==> src/rtl/capture_ctrl.sv <==
// Camera frame capture controller: arms on inicio, aligns to a full frame on vsync, and writes
// up to H_PIX x V_LINES pixels. Defining CAPTURE_CONTINUOUS_EN re-arms automatically after each frame.
module capture_ctrl #(
  parameter int H_PIX   = 160,
  parameter int V_LINES = 96
) (
  input  logic        pclk,
  input  logic        in_reset,
  input  logic        inicio,
  input  logic        vsync,
  input  logic        href,
  input  logic        px_valid,
  output logic [14:0] mem_addr,
  output logic        mem_wr,
  output logic [7:0]  pix_cnt,
  output logic [6:0]  line_cnt,
  output logic        busy,
  output logic        done,
  output logic        frame_err
);

  localparam logic [2:0] ST_IDLE    = 3'd0;
  localparam logic [2:0] ST_ARM     = 3'd1;
  localparam logic [2:0] ST_SYNC    = 3'd2;
  localparam logic [2:0] ST_CAPTURE = 3'd3;
  localparam logic [2:0] ST_DONE    = 3'd4;

  localparam logic [15:0] FRAME_PIX = 16'(H_PIX * V_LINES);
  localparam logic [7:0]  H_MAX     = 8'(H_PIX);
  localparam logic [6:0]  V_LAST    = 7'(V_LINES - 1);

  logic [2:0]  state_r;
  logic [2:0]  state_s;
  logic        href_d_r;
  logic [15:0] addr_next_s;
  logic        in_cap_s;
  logic        frame_full_s;
  logic        line_end_s;
  logic        accept_s;
  logic        abort_s;
  logic        last_line_s;
  logic        cap_entry_s;

  // mem_addr advances on the cycle its write is presented, so the next free address
  // already accounts for a write still on the bus.
  assign addr_next_s  = {1'b0, mem_addr} + {15'd0, mem_wr};
  assign in_cap_s     = (state_r == ST_CAPTURE);
  assign frame_full_s = (addr_next_s >= FRAME_PIX);
  assign line_end_s   = in_cap_s & href_d_r & ~href & (pix_cnt != 8'd0);
  assign abort_s      = in_cap_s & ~frame_full_s & vsync;
  assign accept_s     = in_cap_s & ~frame_full_s & ~vsync & href & px_valid & (pix_cnt < H_MAX);
  assign last_line_s  = line_end_s & (line_cnt == V_LAST);
  assign cap_entry_s  = (state_r == ST_SYNC) & ~vsync;

  // Next-state decode
  always_comb begin
    state_s = state_r;
    case (state_r)
      ST_IDLE: begin
        if (inicio) state_s = ST_ARM;
        else        state_s = ST_IDLE;
      end
      ST_ARM: begin
        if (vsync) state_s = ST_SYNC;
        else       state_s = ST_ARM;
      end
      ST_SYNC: begin
        if (!vsync) state_s = ST_CAPTURE;
        else        state_s = ST_SYNC;
      end
      ST_CAPTURE: begin
        if (frame_full_s || abort_s || last_line_s) state_s = ST_DONE;
        else                                        state_s = ST_CAPTURE;
      end
      ST_DONE: begin
`ifdef CAPTURE_CONTINUOUS_EN
        state_s = ST_ARM;
`else
        state_s = ST_IDLE;
`endif
      end
      default: state_s = ST_IDLE;
    endcase
  end

  // State, counters and registered outputs
  always_ff @(posedge pclk) begin
    if (in_reset) begin
      state_r   <= ST_IDLE;
      href_d_r  <= 1'b0;
      mem_addr  <= 15'd0;
      mem_wr    <= 1'b0;
      pix_cnt   <= 8'd0;
      line_cnt  <= 7'd0;
      busy      <= 1'b0;
      done      <= 1'b0;
      frame_err <= 1'b0;
    end else begin
      state_r  <= state_s;
      href_d_r <= href;
      mem_wr   <= accept_s;
      busy     <= (state_s == ST_ARM) || (state_s == ST_SYNC) || (state_s == ST_CAPTURE);
      done     <= (state_s == ST_DONE);

      if ((state_r == ST_IDLE) && (state_s == ST_ARM)) frame_err <= 1'b0;
      else if (abort_s)                                frame_err <= 1'b1;
      else                                             frame_err <= frame_err;

      if (cap_entry_s) begin
        mem_addr <= 15'd0;
        pix_cnt  <= 8'd0;
        line_cnt <= 7'd0;
      end else begin
        mem_addr <= addr_next_s[14:0];
        // Short lines are not padded: only the line counter moves at a line end.
        if (accept_s) begin
          pix_cnt  <= pix_cnt + 8'd1;
          line_cnt <= line_cnt;
        end else if (line_end_s) begin
          pix_cnt  <= 8'd0;
          line_cnt <= line_cnt + 7'd1;
        end else begin
          pix_cnt  <= pix_cnt;
          line_cnt <= line_cnt;
        end
      end
    end
  end

endmodule

==> config.mk <==
export PLATFORM = sky130hd
export DESIGN_NAME = capture_ctrl
export DESIGN_NICKNAME = d
export VERILOG_FILES = /design/src/rtl/capture_ctrl.sv
export SDC_FILE = /design/constraint.sdc
export NUM_CORES = 1
export LEC_CHECK = 0
export ABC_CLOCK_PERIOD_IN_PS = 4470
export CAP_MARGIN = 10
export CELL_PAD_IN_SITES_DETAIL_PLACEMENT = 1
export CELL_PAD_IN_SITES_GLOBAL_PLACEMENT = 2
export CORE_AREA = 5 5 82 84
export CTS_CLUSTER_DIAMETER = 50
export DETAILED_ROUTE_END_ITERATION = 10
export DIE_AREA = 0 0 87 89
export PLACE_DENSITY_LB_ADDON = 0.1
export SKIP_LAST_GASP = 1
export SLEW_MARGIN = 20
export SYNTH_ARGS = -nofsm -noshare
export SYNTH_HDL_FRONTEND = slang
export SYNTH_SLANG_ARGS = --single-unit
==> constraint.sdc <==
create_clock -name pclk -period 4.47 [get_ports pclk]
set_input_delay 0.894 -clock pclk [delete_from_list [all_inputs] [get_ports pclk]]
set_output_delay 0.894 -clock pclk [all_outputs]
set_load 0.1 [all_outputs]
==> results of run 1 <==
[flip-flops by register name, summed over array words and instances (netlist names)]
signal,cells
frame_err,1
mem_wr,1
state_r,3
pix_cnt,8
line_cnt,7
busy,1
mem_addr,15
done,1
href_d_r,1
[critical path: cells and delay by family]
family / cells / cell delay, ns
and+or+nand+nor: 2 / 0.56
AOI/OAI and AO/OA: 3 / 1.04
buffers and inverters: 1 / 0.59
[per-layer routing]
metal  wire, um  GRT usage, %  vias to the layer above  share of wire [%]
met1       2320          17.1                      826                 48
met3        177          2.49                        4                3.7
met2       2250          21.0                       29                 47
met5          0             0                        -                  0
li1           -             -                      816                  -
met4         37          2.97                        0               0.77
[power breakdown]
part | switching [uW] | internal (uW)
registers | 6.52 | 343
clock network | 118 | 125
logic | 30.7 | 16.5
total | 155 | 484
[layout make-up]
class	instances	area, um^2
clock buffers	7	86.3
repair buffers	40	398
multi-input cells	153	1010
clock inverters	1	5.00
flip-flops and latches	38	761
fillers	692	3470
well taps	75	93.8
inverters	6	22.5
[synth_stat cells, types with 2 or more instances]
library cell / count
xnor2_1: 5
nand3_1: 15
xor2_1: 10
buf_2: 2
nand4_1: 7
nor3b_1: 2
nand2b_1: 2
a21oi_1: 7
clkbuf_1: 4
nor4_1: 5
nand2_1: 13
o31ai_1: 2
and2_1: 3
and3_1: 4
nor2_1: 24
or3_1: 6
inv_1: 6
a31oi_1: 2
a2111oi_0: 2
a41oi_1: 2
dfxtp_1: 38
nor3_1: 4
o21ai_0: 6
mux2i_1: 8
nor2b_1: 2
ha_1: 5
[stage by stage]
stage               cells  util (%)  total power (uW)
floorplan             204         -               390
global placement      312      39.1               405
detailed placement    312      39.1               405
CTS                   320      40.6               651
global route          320      40.6               667
finish                320      40.6               638
[worst paths after layout]
path / start / end / slack [ns]
max: vsync / pix_cnt[5] / 1.60
min: pix_cnt[4] / pix_cnt[4] / 0.51
max reg2reg: mem_addr[0] / pix_cnt[5] / 1.75
min reg2reg: pix_cnt[4] / pix_cnt[4] / 0.51
[logic make-up (layout without fill, tap and decap cells)]
logic type	Yosys count	after routing	share of synthesized area, %
muxes	9	9	5.01
AOI/OAI and AO/OA	29	29	10.8
adders and majority gates	5	5	3.43
buffers and inverters	13	54	3.23
and+or+nand+nor	95	95	28.6
DFF	38	38	41.7
xor gates and xnor gates	15	15	7.21
==> impl_metrics.env, run 1 <==
export IMPL_die_h_um=89
export IMPL_layout_common_cells="clkdlybuf4s50_1, dfxtp_1, nor2_1"
export IMPL_power_density_nw_per_um2=269
export IMPL_syn_inst=204
export IMPL_drc_errors=0
export IMPL_cts_setup_buffers=0
export IMPL_hp_class="register to register"
export IMPL_ys_flop_type="dfxtp_1"
export IMPL_track_usage_pct=12.7
export IMPL_relSlewSlack_pct=34.8
export IMPL_crit_path_end_kind="register"
export IMPL_final_cell_area_um2=2380
export IMPL_drive_above_1_share_pct=6.12
export IMPL_start_util_pct=31.2
export IMPL_cts_sink_count=38
export IMPL_outcome="complete, no violations"
export IMPL_async_flop_share_pct=0
export IMPL_leakagePower_uw=0.000827
export IMPL_synth_area_leaders="dfxtp_1, nor2_1, xor2_1, mux2i_1, nand3_1"
export IMPL_placed_cell_area_um2=2280
export IMPL_cts_buffers=5
export IMPL_tns_ns=0
export IMPL_tightest_slew_ns=0.974
export IMPL_setup_viol=0
export IMPL_crit_arrival_ns=3.10
export IMPL_core_area_um2=5850
export IMPL_postRouteAntennaNets=0
export IMPL_critPathRequiredTime_ns=4.70
export IMPL_gp_routability_congestion=0.726
export IMPL_via_per_inst=5.23
export IMPL_ys_seq_elements=38
export IMPL_clk_latency_ns=0.28
export IMPL_peakVddDrop_mv=0.117
export IMPL_cp_start_kind="input port"
export IMPL_grt_pass1_vias=1640
export IMPL_fmax_ghz=0.348
export IMPL_yosysTopAreaCell="dfxtp_1"
export IMPL_synthDistinctLibCells=44
export IMPL_period_minus_slack_ns=2.87
export IMPL_slew_viol_final=0
export IMPL_wire_per_inst_um=15.0
export IMPL_die_w_um=87
export IMPL_grt_overflow=0
export IMPL_cts_resized=0
export IMPL_place_hpwl_um=3480
export IMPL_synth_edf_count=0
export IMPL_dieArea_um2=7740
export IMPL_grt_pass1_wl_um=7840
export IMPL_critical_path_class="input port to register"
export IMPL_holdWs_ns=0.510
export IMPL_grt_max_degree=27
export IMPL_syn_nets=215
export IMPL_port_buffers=39
export IMPL_rsz0062_at_grt="false"
export IMPL_wirelength_um=4790
export IMPL_layout_nets=255
export IMPL_cts_buffer_depth=2
export IMPL_drt_iter0_drc=75
export IMPL_layout_commonest_cell="clkdlybuf4s50_1"
export IMPL_clockRootBuffer="clkbuf_8"
export IMPL_slowest_stage="clkdlybuf4s50_1"
export IMPL_syn_avg_cell_area_um2=8.94
export IMPL_cts_tree="yes"
export IMPL_final_hold_viol_count=0
export IMPL_io_pins=40
export IMPL_synth_seq_area_share_pct=41.7
export IMPL_antenna_found_initial=0
export IMPL_maxCapViolations=0
export IMPL_vias=1675
export IMPL_area_growth_pct=30.3
export IMPL_dr_pass1_iters=4
export IMPL_diodes=0
export IMPL_worst_path_largest_cell_delay_ns=0.59
export IMPL_yosys_warnings=0
export IMPL_path_clk_slew_ns=0.08
export IMPL_finalCritPeriodShare_pct=64.2
export IMPL_synth_top_cell_area_share_pct=41.7
export IMPL_hold_buffers=0
export IMPL_num_rows=28
export IMPL_setup_slack_ns=1.60
export IMPL_syn_area_um2=1820
export IMPL_path_cells="clkdlybuf4s50_1, nor2_1, a21o_1, or3_1, a2111oi_0, a31o_1"
export IMPL_rr_worst_depth=7
export IMPL_htree_levels=2
export IMPL_whs_path_depth=2
export IMPL_crit_fanout=26
export IMPL_finClkSkew_ns=0.00585
export IMPL_preCtsSetupSlack_ns=1.27
Power figures use the tool's default switching activity.
==> run 2: changes to the inputs <==
ABC_CLOCK_PERIOD_IN_PS = 2420   (was 4470)
CORE_AREA = 5 5 89 91   (was 5 5 82 84)
DIE_AREA = 0 0 94 96   (was 0 0 87 89)
clock period = 2.42 ns   (was 4.47 ns; I/O delays follow)
==> impl_metrics.env, run 2 (same netlist as run 1, synthesis figures left out) <==
export IMPL_finish_utilization_pct=35.3
export IMPL_die_h_um=96
export IMPL_cts_buffer_depth=2
export IMPL_layout_common_cells="buf_4, nor2_1, dfxtp_2"
export IMPL_cts_resized=0
export IMPL_rsz0062_at_grt="true"
export IMPL_finalPower_uw=1260
export IMPL_cts_buffers=5
export IMPL_peakVddDrop_mv=0.233
export IMPL_drc_errors=0
export IMPL_rr_worst_depth=7
export IMPL_top_register="mem_addr"
export IMPL_worstHoldEndpoint="pix_cnt[7]"
export IMPL_clk_latency_ns=0.29
export IMPL_pwr_share_clk_pct=41.4
export IMPL_r2r_start="mem_addr[0]"
export IMPL_largest_reg_flops=15
export IMPL_hold_buffers=0
export IMPL_dieArea_um2=9020
export IMPL_track_usage_pct=12.1
export IMPL_finalCritPeriodShare_pct=93.0
export IMPL_cp_start_kind="register"
export IMPL_crit_path_end_kind="register"
export IMPL_r2r_slack_ns=0.17
export IMPL_crit_arrival_ns=2.47
export IMPL_diodes=0
export IMPL_swShare_pct=24.3
export IMPL_fmax_ghz=0.444
export IMPL_min_delay_start="pix_cnt[7]"
export IMPL_drive_above_1_share_pct=34.1
export IMPL_grt_max_degree=26
export IMPL_clockRootBuffer="clkbuf_8"
export IMPL_combPwrFrac_pct=8.3
export IMPL_gp_routability_congestion=0.708
export IMPL_cts_sink_count=38
export IMPL_core_area_um2=7060
export IMPL_tightest_slew_ns=0.387
export IMPL_worstReg2RegEnd="pix_cnt[1]"
export IMPL_layout_commonest_cell="buf_4"
export IMPL_outcome="complete, no violations"
export IMPL_power_density_nw_per_um2=505
export IMPL_final_hold_viol_count=0
export IMPL_cts_tree="yes"
export IMPL_place_hpwl_um=3880
export IMPL_die_w_um=94
export IMPL_start_util_pct=25.8
export IMPL_finClkSkew_ns=0.00422
export IMPL_via_per_inst=4.73
export IMPL_area_growth_pct=36.8
export IMPL_leakagePower_uw=0.000983
export IMPL_slew_viol_final=0
export IMPL_io_pins=40
export IMPL_num_rows=31
export IMPL_wire_per_inst_um=14.4
export IMPL_tns_ns=0
export IMPL_layout_nets=265
export IMPL_drt_iter0_drc=51
export IMPL_vias=1676
export IMPL_port_buffers=39
export IMPL_relSlewSlack_pct=73.8
export IMPL_pwr_share_seq_pct=50.4
export IMPL_crit_fanout=9
export IMPL_cts_setup_buffers=0
export IMPL_power_switching_uw=305
export IMPL_htree_levels=2
export IMPL_dr_pass1_iters=4
export IMPL_internal_power_uw=953
export IMPL_grt_pass1_vias=1735
export IMPL_hp_class="register to register"
export IMPL_grt_overflow=0
export IMPL_grt_pass1_wl_um=8510
export IMPL_critPathRequiredTime_ns=2.64
export IMPL_whs_path_depth=2
export IMPL_antenna_found_initial=0
export IMPL_critical_path_class="register to register"
export IMPL_path_clk_slew_ns=0.08
export IMPL_period_minus_slack_ns=2.25
export IMPL_reg_top3="mem_addr (15), pix_cnt (8), line_cnt (7)"
export IMPL_maxCapViolations=0
export IMPL_wirelength_um=5100
export IMPL_postRouteAntennaNets=0
export IMPL_setup_viol=0
## run 2: layout make-up
cell class,count,area (um^2)
Fill cell,849,4570
Multi-Input combinational cell,153,1040
Sequential cell,38,807
Timing Repair Buffer,50,388
Tap cell,99,124
Clock buffer,8,110
Inverter,6,22.5
## run 2: critical path, cell delays in order (launching register included)
cell and delay [ns]:
dfxtp_4 0.36, ha_4 0.13, ha_1 0.19, nand2_1 0.17, or4_1 0.49, a221o_2 0.44, a311o_1 0.30, a21oi_2 0.10
## run 2: through the flow
step                      std cells  setup WS, ns  hold WS (ns)  area [um^2]
after floorplan                 204        0.0108         0.476         1890
after detailed placement        346        0.0496         0.462         2380
after CTS                       354        0.0237         0.481         2490
after global routing            354      -0.00433         0.497         2490
final                           354         0.170         0.474         2490
after global placement          346         0.124         0.461         2380
## run 2: power by group through the flow
stage | registers [uW] | logic [uW] | clock network [uW]
6_report | 634 | 104 | 520
5_1_grt | 635 | 114 | 575
4_1_cts | 634 | 107 | 544
3_5_place_dp | 649 | 106 | 0
3_3_place_gp | 649 | 107 | 0
2_1_floorplan | 661 | 52.7 | 0
## run 2: how the worst max path moves through the flow
stage                      end  depth (start not counted)        start
finish              pix_cnt[1]                          7  mem_addr[0]
detailed placement  pix_cnt[3]                          7  mem_addr[0]
floorplan           pix_cnt[1]                          8  mem_addr[0]
CTS                 pix_cnt[3]                          7  mem_addr[0]
global placement    pix_cnt[3]                          7  mem_addr[0]
global route        state_r[2]                          7  mem_addr[0]
## run 2: metal layers
metal	track usage, %	vias to the layer above	share of wire [%]
met4	3.97	0	1.3
li1	-	841	-
met2	19.7	25	47
met3	2.74	7	3.3
met1	15.8	803	48
met5	0	-	0
==> run 3: changes to the inputs <==
ABC_CLOCK_PERIOD_IN_PS = 2600   (was 2420)
CORE_AREA = 5 5 82 84   (was 5 5 89 91)
CTS_CLUSTER_SIZE = 8   (was not set)
DIE_AREA = 0 0 87 89   (was 0 0 94 96)
clock period = 2.6 ns   (was 2.42 ns; I/O delays follow)
==> impl_metrics.env, run 3 (same netlist as run 1, synthesis figures left out) <==
export IMPL_hp_class="register to register"
export IMPL_gp_routability_congestion=0.740
export IMPL_cts_buffers=5
export IMPL_rsz0062_at_grt="false"
export IMPL_r2r_start="mem_addr[0]"
export IMPL_critical_path_class="register to register"
export IMPL_startpoint="mem_addr[0]"
export IMPL_crit_fanout=6
export IMPL_finClkSkew_ns=0.00597
export IMPL_critPathRequiredTime_ns=2.82
export IMPL_layout_nets=264
export IMPL_crit_path_end_kind="register"
export IMPL_cts_resized=0
export IMPL_port_buffers=39
export IMPL_dp_cells=321
export IMPL_path_cells="ha_1, ha_1, nand2_1, nor4_2, mux2_2, nor4_1, mux2i_1"
export IMPL_leakagePower_uw=0.000945
export IMPL_diodes=0
export IMPL_place_hpwl_um=3690
export IMPL_track_usage_pct=13.2
export IMPL_dieArea_um2=7740
export IMPL_die_w_um=87
export IMPL_io_pins=40
export IMPL_drc_errors=0
export IMPL_cts_setup_buffers=0
export IMPL_setup_viol=0
export IMPL_wirelength_um=4920
export IMPL_layout_commonest_cell="buf_4"
export IMPL_crit_family="simple AND/OR/NAND/NOR gates"
export IMPL_rr_worst_depth=7
export IMPL_htree_levels=2
export IMPL_fill_cells=695
export IMPL_final_hold_viol_count=0
export IMPL_outcome="complete, no violations"
export IMPL_slowest_stage="mux2_2"
export IMPL_vias=1651
export IMPL_tightest_slew_ns=0.430
export IMPL_min_delay_start="pix_cnt[7]"
export IMPL_worstHoldEndpoint="pix_cnt[7]"
export IMPL_wire_per_inst_um=15.0
export IMPL_crit_arrival_ns=2.56
export IMPL_reg_top3="mem_addr (15), pix_cnt (8), line_cnt (7)"
export IMPL_core_area_um2=5850
export IMPL_grt_overflow=0
export IMPL_stdcell_count=328
export IMPL_whs_path_depth=2
export IMPL_cts_buffer_depth=2
export IMPL_r2r_slack_ns=0.26
export IMPL_crit_top_cell="ha_1"
export IMPL_antenna_found_initial=0
export IMPL_worst_path_buf_inv=0
export IMPL_maxCapViolations=0
export IMPL_via_per_inst=5.03
export IMPL_grt_pass1_wl_um=8020
export IMPL_path_clk_slew_ns=0.07
export IMPL_dr_pass1_iters=2
export IMPL_grt_pass1_vias=1583
export IMPL_layout_common_cells="buf_4, nor2_1, dfxtp_1"
export IMPL_slew_viol_final=0
export IMPL_start_util_pct=31.2
export IMPL_drive_above_1_share_pct=28.5
export IMPL_postRouteAntennaNets=0
export IMPL_cts_sink_count=38
export IMPL_period_minus_slack_ns=2.34
export IMPL_drt_iter0_drc=46
export IMPL_largest_reg_flops=15
export IMPL_area_growth_pct=30.3
export IMPL_power_density_nw_per_um2=454
export IMPL_peakVddDrop_mv=0.251
export IMPL_hold_buffers=0
export IMPL_cp_start_kind="register"
export IMPL_top_register="mem_addr"
export IMPL_clk_latency_ns=0.29
export IMPL_fmax_ghz=0.428
export IMPL_holdWs_ns=0.507
export IMPL_die_h_um=89
export IMPL_finalCritPeriodShare_pct=89.9
export IMPL_worstReg2RegEnd="pix_cnt[4]"
export IMPL_num_rows=28
export IMPL_grt_max_degree=26
export IMPL_cts_tree="yes"
export IMPL_worst_path_largest_cell_delay_ns=0.43
export IMPL_clockRootBuffer="clkbuf_8"
export IMPL_relSlewSlack_pct=71.1
## run 3: metrics by stage
step	power [uW]	setup TNS (ns)	setup WS [ns]	utilization, %	area, um^2
2_1_floorplan	671	-0.0721	-0.0324	-	1840
3_3_place_gp	705	0	0.262	39.3	2300
3_5_place_dp	705	0	0.256	39.3	2300
4_1_cts	1110	0	0.210	40.6	2380
5_1_grt	1140	0	0.117	40.6	2380
6_report	1080	0	0.262	40.6	2380
## run 3: area by class of cell
class	count	area, um^2	share of cell area (%)
multi-input combinational	153	1010	42.5
sequential	38	778	32.8
timing repair buffer	49	393	16.5
tap	75	93.8	3.95
clock buffer	5	68.8	2.90
inverter	6	22.5	0.948
clock inverter	2	10.0	0.421
## run 3: per-layer routing
layer | global-route usage [%] | vias to the layer above | share of wire, %
met1 | 17.7 | 786 | 48
met3 | 3.41 | 5 | 4.2
met2 | 21.2 | 25 | 47
li1 | - | 835 | -
met5 | 0 | - | 0
met4 | 3.40 | 0 | 0.89
## run 3: power breakdown
part           switching [uW]  internal (uW)  leakage (uW)
logic                    54.5           33.9      0.000587
registers                11.5            589      0.000314
clock network             211            180     0.0000438
total                     277            803      0.000945
## run 3: worst max path at each step
stage                             to  depth (start not counted)
after detailed placement  pix_cnt[4]                          7
after CTS                 pix_cnt[4]                          7
after floorplan           pix_cnt[5]                          7
after global routing      pix_cnt[4]                          8
after global placement    pix_cnt[4]                          7
final                     pix_cnt[4]                          7
## run 3: tightest hold or removal path: stages (launching register included)
cell     delay (ns)
dfxtp_1        0.34
nand2_1        0.06
o21ai_0        0.06
==> edit: new RTL, flow settings as in run 2 <==
Register the output `line_cnt` once more, with the module's reset; this adds one clock of latency there. The other outputs are not delayed to match.
--- a/src/rtl/capture_ctrl.sv
+++ b/src/rtl/capture_ctrl.sv
@@ -29,6 +29,8 @@
   localparam logic [7:0]  H_MAX     = 8'(H_PIX);
   localparam logic [6:0]  V_LAST    = 7'(V_LINES - 1);
 
+  logic [6:0] line_cnt_s0;
+
   logic [2:0]  state_r;
   logic [2:0]  state_s;
   logic        href_d_r;
@@ -49,7 +51,7 @@
   assign line_end_s   = in_cap_s & href_d_r & ~href & (pix_cnt != 8'd0);
   assign abort_s      = in_cap_s & ~frame_full_s & vsync;
   assign accept_s     = in_cap_s & ~frame_full_s & ~vsync & href & px_valid & (pix_cnt < H_MAX);
-  assign last_line_s  = line_end_s & (line_cnt == V_LAST);
+  assign last_line_s  = line_end_s & (line_cnt_s0 == V_LAST);
   assign cap_entry_s  = (state_r == ST_SYNC) & ~vsync;
 
   // Next-state decode
@@ -91,7 +93,7 @@
       mem_addr  <= 15'd0;
       mem_wr    <= 1'b0;
       pix_cnt   <= 8'd0;
-      line_cnt  <= 7'd0;
+      line_cnt_s0 <= 7'd0;
       busy      <= 1'b0;
       done      <= 1'b0;
       frame_err <= 1'b0;
@@ -109,23 +111,31 @@
       if (cap_entry_s) begin
         mem_addr <= 15'd0;
         pix_cnt  <= 8'd0;
-        line_cnt <= 7'd0;
+        line_cnt_s0 <= 7'd0;
       end else begin
         mem_addr <= addr_next_s[14:0];
         // Short lines are not padded: only the line counter moves at a line end.
         if (accept_s) begin
           pix_cnt  <= pix_cnt + 8'd1;
-          line_cnt <= line_cnt;
+          line_cnt_s0 <= line_cnt_s0;
         end else if (line_end_s) begin
           pix_cnt  <= 8'd0;
-          line_cnt <= line_cnt + 7'd1;
+          line_cnt_s0 <= line_cnt_s0 + 7'd1;
         end else begin
           pix_cnt  <= pix_cnt;
-          line_cnt <= line_cnt;
+          line_cnt_s0 <= line_cnt_s0;
         end
       end
     end
   end
 
+  always_ff @(posedge pclk) begin
+    if (in_reset) begin
+      line_cnt <= '0;
+    end else begin
+      line_cnt <= line_cnt_s0;
+    end
+  end
+
 endmodule
 
Behaviour: not the same (Yosys sat finds a counterexample within 10 cycles, from zero or initial values and one cycle with in_reset high).
==> edit against run 2 <==
Sequential share of layout area is 2.7 points higher. Clock power increased by 14%. Highest routed layer unchanged. Power rose by 13%. Worst setup slack improved by 0.0025 ns. First-iteration DRC count fell by 41%. Sequential power up 18%. Largest power group unchanged. Cell area rose by 6.0%. Sequential cell count rose by 7. Synthesized area up 10%. Worst hold slack improved by 0.0061 ns. Global-route usage rose by 0.14 points. Via count up 2.1%. Largest cell class unchanged. Routed wire length decreased by 0.16%. Critical path type unchanged.
==> edit: results (changes against run 2) <==
[run_status]
status=finished clean

[yosys]
yosysSeqAreaShare_pct=44.8  ; +3.1 points
synth_area_leaders=dfxtp_1 45%, xor2_1 5.2%, nor2_1 4.3%, a21oi_1 3.5%, nand2_1 3.2%
ys_top_cells_by_count=45 x dfxtp_1, 23 x nor2_1, 17 x nand2_1
synthArstFlopShare_pct=0  ; unchanged
synth_nets=227  ; +5.6%
syn_inst=216  ; +5.9%
yosysWarnings=0  ; unchanged
ys_types=46  ; +4.5%

[timing]
hold_slack_ns=0.480  ; +0.00606 ns
worstMarginPinSlew_ns=0.590  ; +0.203 ns
finClkSkew_ns=0.00785  ; +0.00363 ns
fmax_mhz=445  ; +0.11%
tns_ns=0  ; unchanged

[power]
peakVddDrop_v=0.000172  ; -26%
power.leakage_nw=1.01  ; +3.2%

[placement]
place_area_um2=2520  ; +6.2%
dp_hpwl_mm=3.88  ; about the same
pre_cts_slack_ns=0.0863  ; +0.0367 ns
portBuffers=39  ; unchanged
globalplace.congestion=0.696  ; -1.8%
place_inst=357  ; +3.2%

[worst_setup_path]
max_stage_delay_ns=0.50
r2r_cells=8  ; +1
reg2reg_slack_ns=0.17
worst_ep_arrival_time_ns=2.48
critPathMaxFanout=7  ; -2
slowest_stage=or4_1

[detailed_routing]
drt_wl_total_mm=5.10  ; -0.16%
first_pass_iters=4  ; unchanged
avgViaCountPerCell=4.69  ; -0.93%
initialDrtViolationCount=30  ; -41%

[grt]
grt_pass1_wl_mm=8.65  ; +1.6%
antenna_found_initial=0  ; unchanged
grt_pass1_vias=1762  ; +1.6%
grt_max_degree=15  ; -42%
grt_use_total_pct=12.2  ; +0.14 points

[min_path]
holdPathStages=1  ; -1
hold_path_class=reg -> reg

[finish]
fill_cells=840  ; -1.1%
drive_gt1_share_pct=32.0  ; -2.2 points
stdcell_count=365  ; +3.1%
fin_nets=276  ; +4.2%
diodes=0  ; unchanged
reg.largest.list=mem_addr x15, pix_cnt x8

[clock_network]
worstSkewPairLatency_ns=0.30
clk_pin_slew_ns=0.09
post_cts_buffers=0  ; unchanged
numCtsBuffers=5  ; unchanged
clk_path_buf_depth=2  ; unchanged
cts-root-buf=clkbuf_8
cts.htree.levels=2  ; unchanged

## edit: cell types whose count changed after synthesis, moves of 4 or more
| cell | before | now |
|---|---|---|
| a21oi_1 | 7 | 14 |
| dfxtp_1 | 38 | 45 |
| nor4_1 | 5 | 1 |
| o21ai_0 | 6 | 2 |
| nand2_1 | 13 | 17 |
| mux2i_1 | 8 | 3 |
| nand3_1 | 15 | 11 |
| nor2b_1 | 2 | 9 |
## edit: logic make-up after synthesis
| group | count (synthesis) | synth area share (%) |
|---|---|---|
| simple gates | 106 | 30.4 |
| flops | 45 | 44.8 |
| compound gates | 29 | 9.84 |
| xor+xnor | 18 | 8.22 |
| buf+inv | 10 | 2.12 |
| fa+ha+maj | 5 | 3.11 |
| mux | 3 | 1.49 |
## edit: what timing repair did
action                                  4_1_cts  5_1_grt
hold endpoints to repair                      0        0
endpoints found under the setup margin        0        1
resized for setup                             0        1
## edit: path summary, 6_finish.rpt
check	start	end
min	frame_err$_SDFFE_PP0P_	frame_err$_SDFFE_PP0P_
max reg2reg	mem_wr$_SDFF_PP0_	pix_cnt[3]$_SDFFE_PP0P_
min reg2reg	frame_err$_SDFFE_PP0P_	frame_err$_SDFFE_PP0P_
max	mem_wr$_SDFF_PP0_	pix_cnt[3]$_SDFFE_PP0P_
## edit: worst max-delay path, delay by kind of cell, from the launching register on
family / cells / cell delay [ns]
compound gates: 2 / 0.35
fa+ha+maj: 2 / 0.29
flops: 1 / 0.37
mux: 1 / 0.33
simple gates: 3 / 0.85
## edit: report_power, final
part	switching, mW	internal (mW)
clock	0.258	0.337
sequential	0.00739	0.743
combinational	0.0527	0.0293
## edit: layout make-up
cell class	instances	area, um2	area share [%]
clock inverters	1	30.0	1.14
inverters	4	15.0	0.568
well taps	99	124	4.69
clock buffers	7	86.3	3.27
flip-flops and latches	45	927	35.1
multi-input cells	161	1090	41.2
repair buffers	48	373	14.1
## edit: per-layer routing
metal	share of wire, %	vias up	global-route usage, %	wire length [um]
li1	-	851	-	-
met1	47	831	15.5	2390
met2	48	25	20.3	2450
met3	3.7	5	2.97	190
met4	1.2	0	3.97	63
met5	0	-	0	0
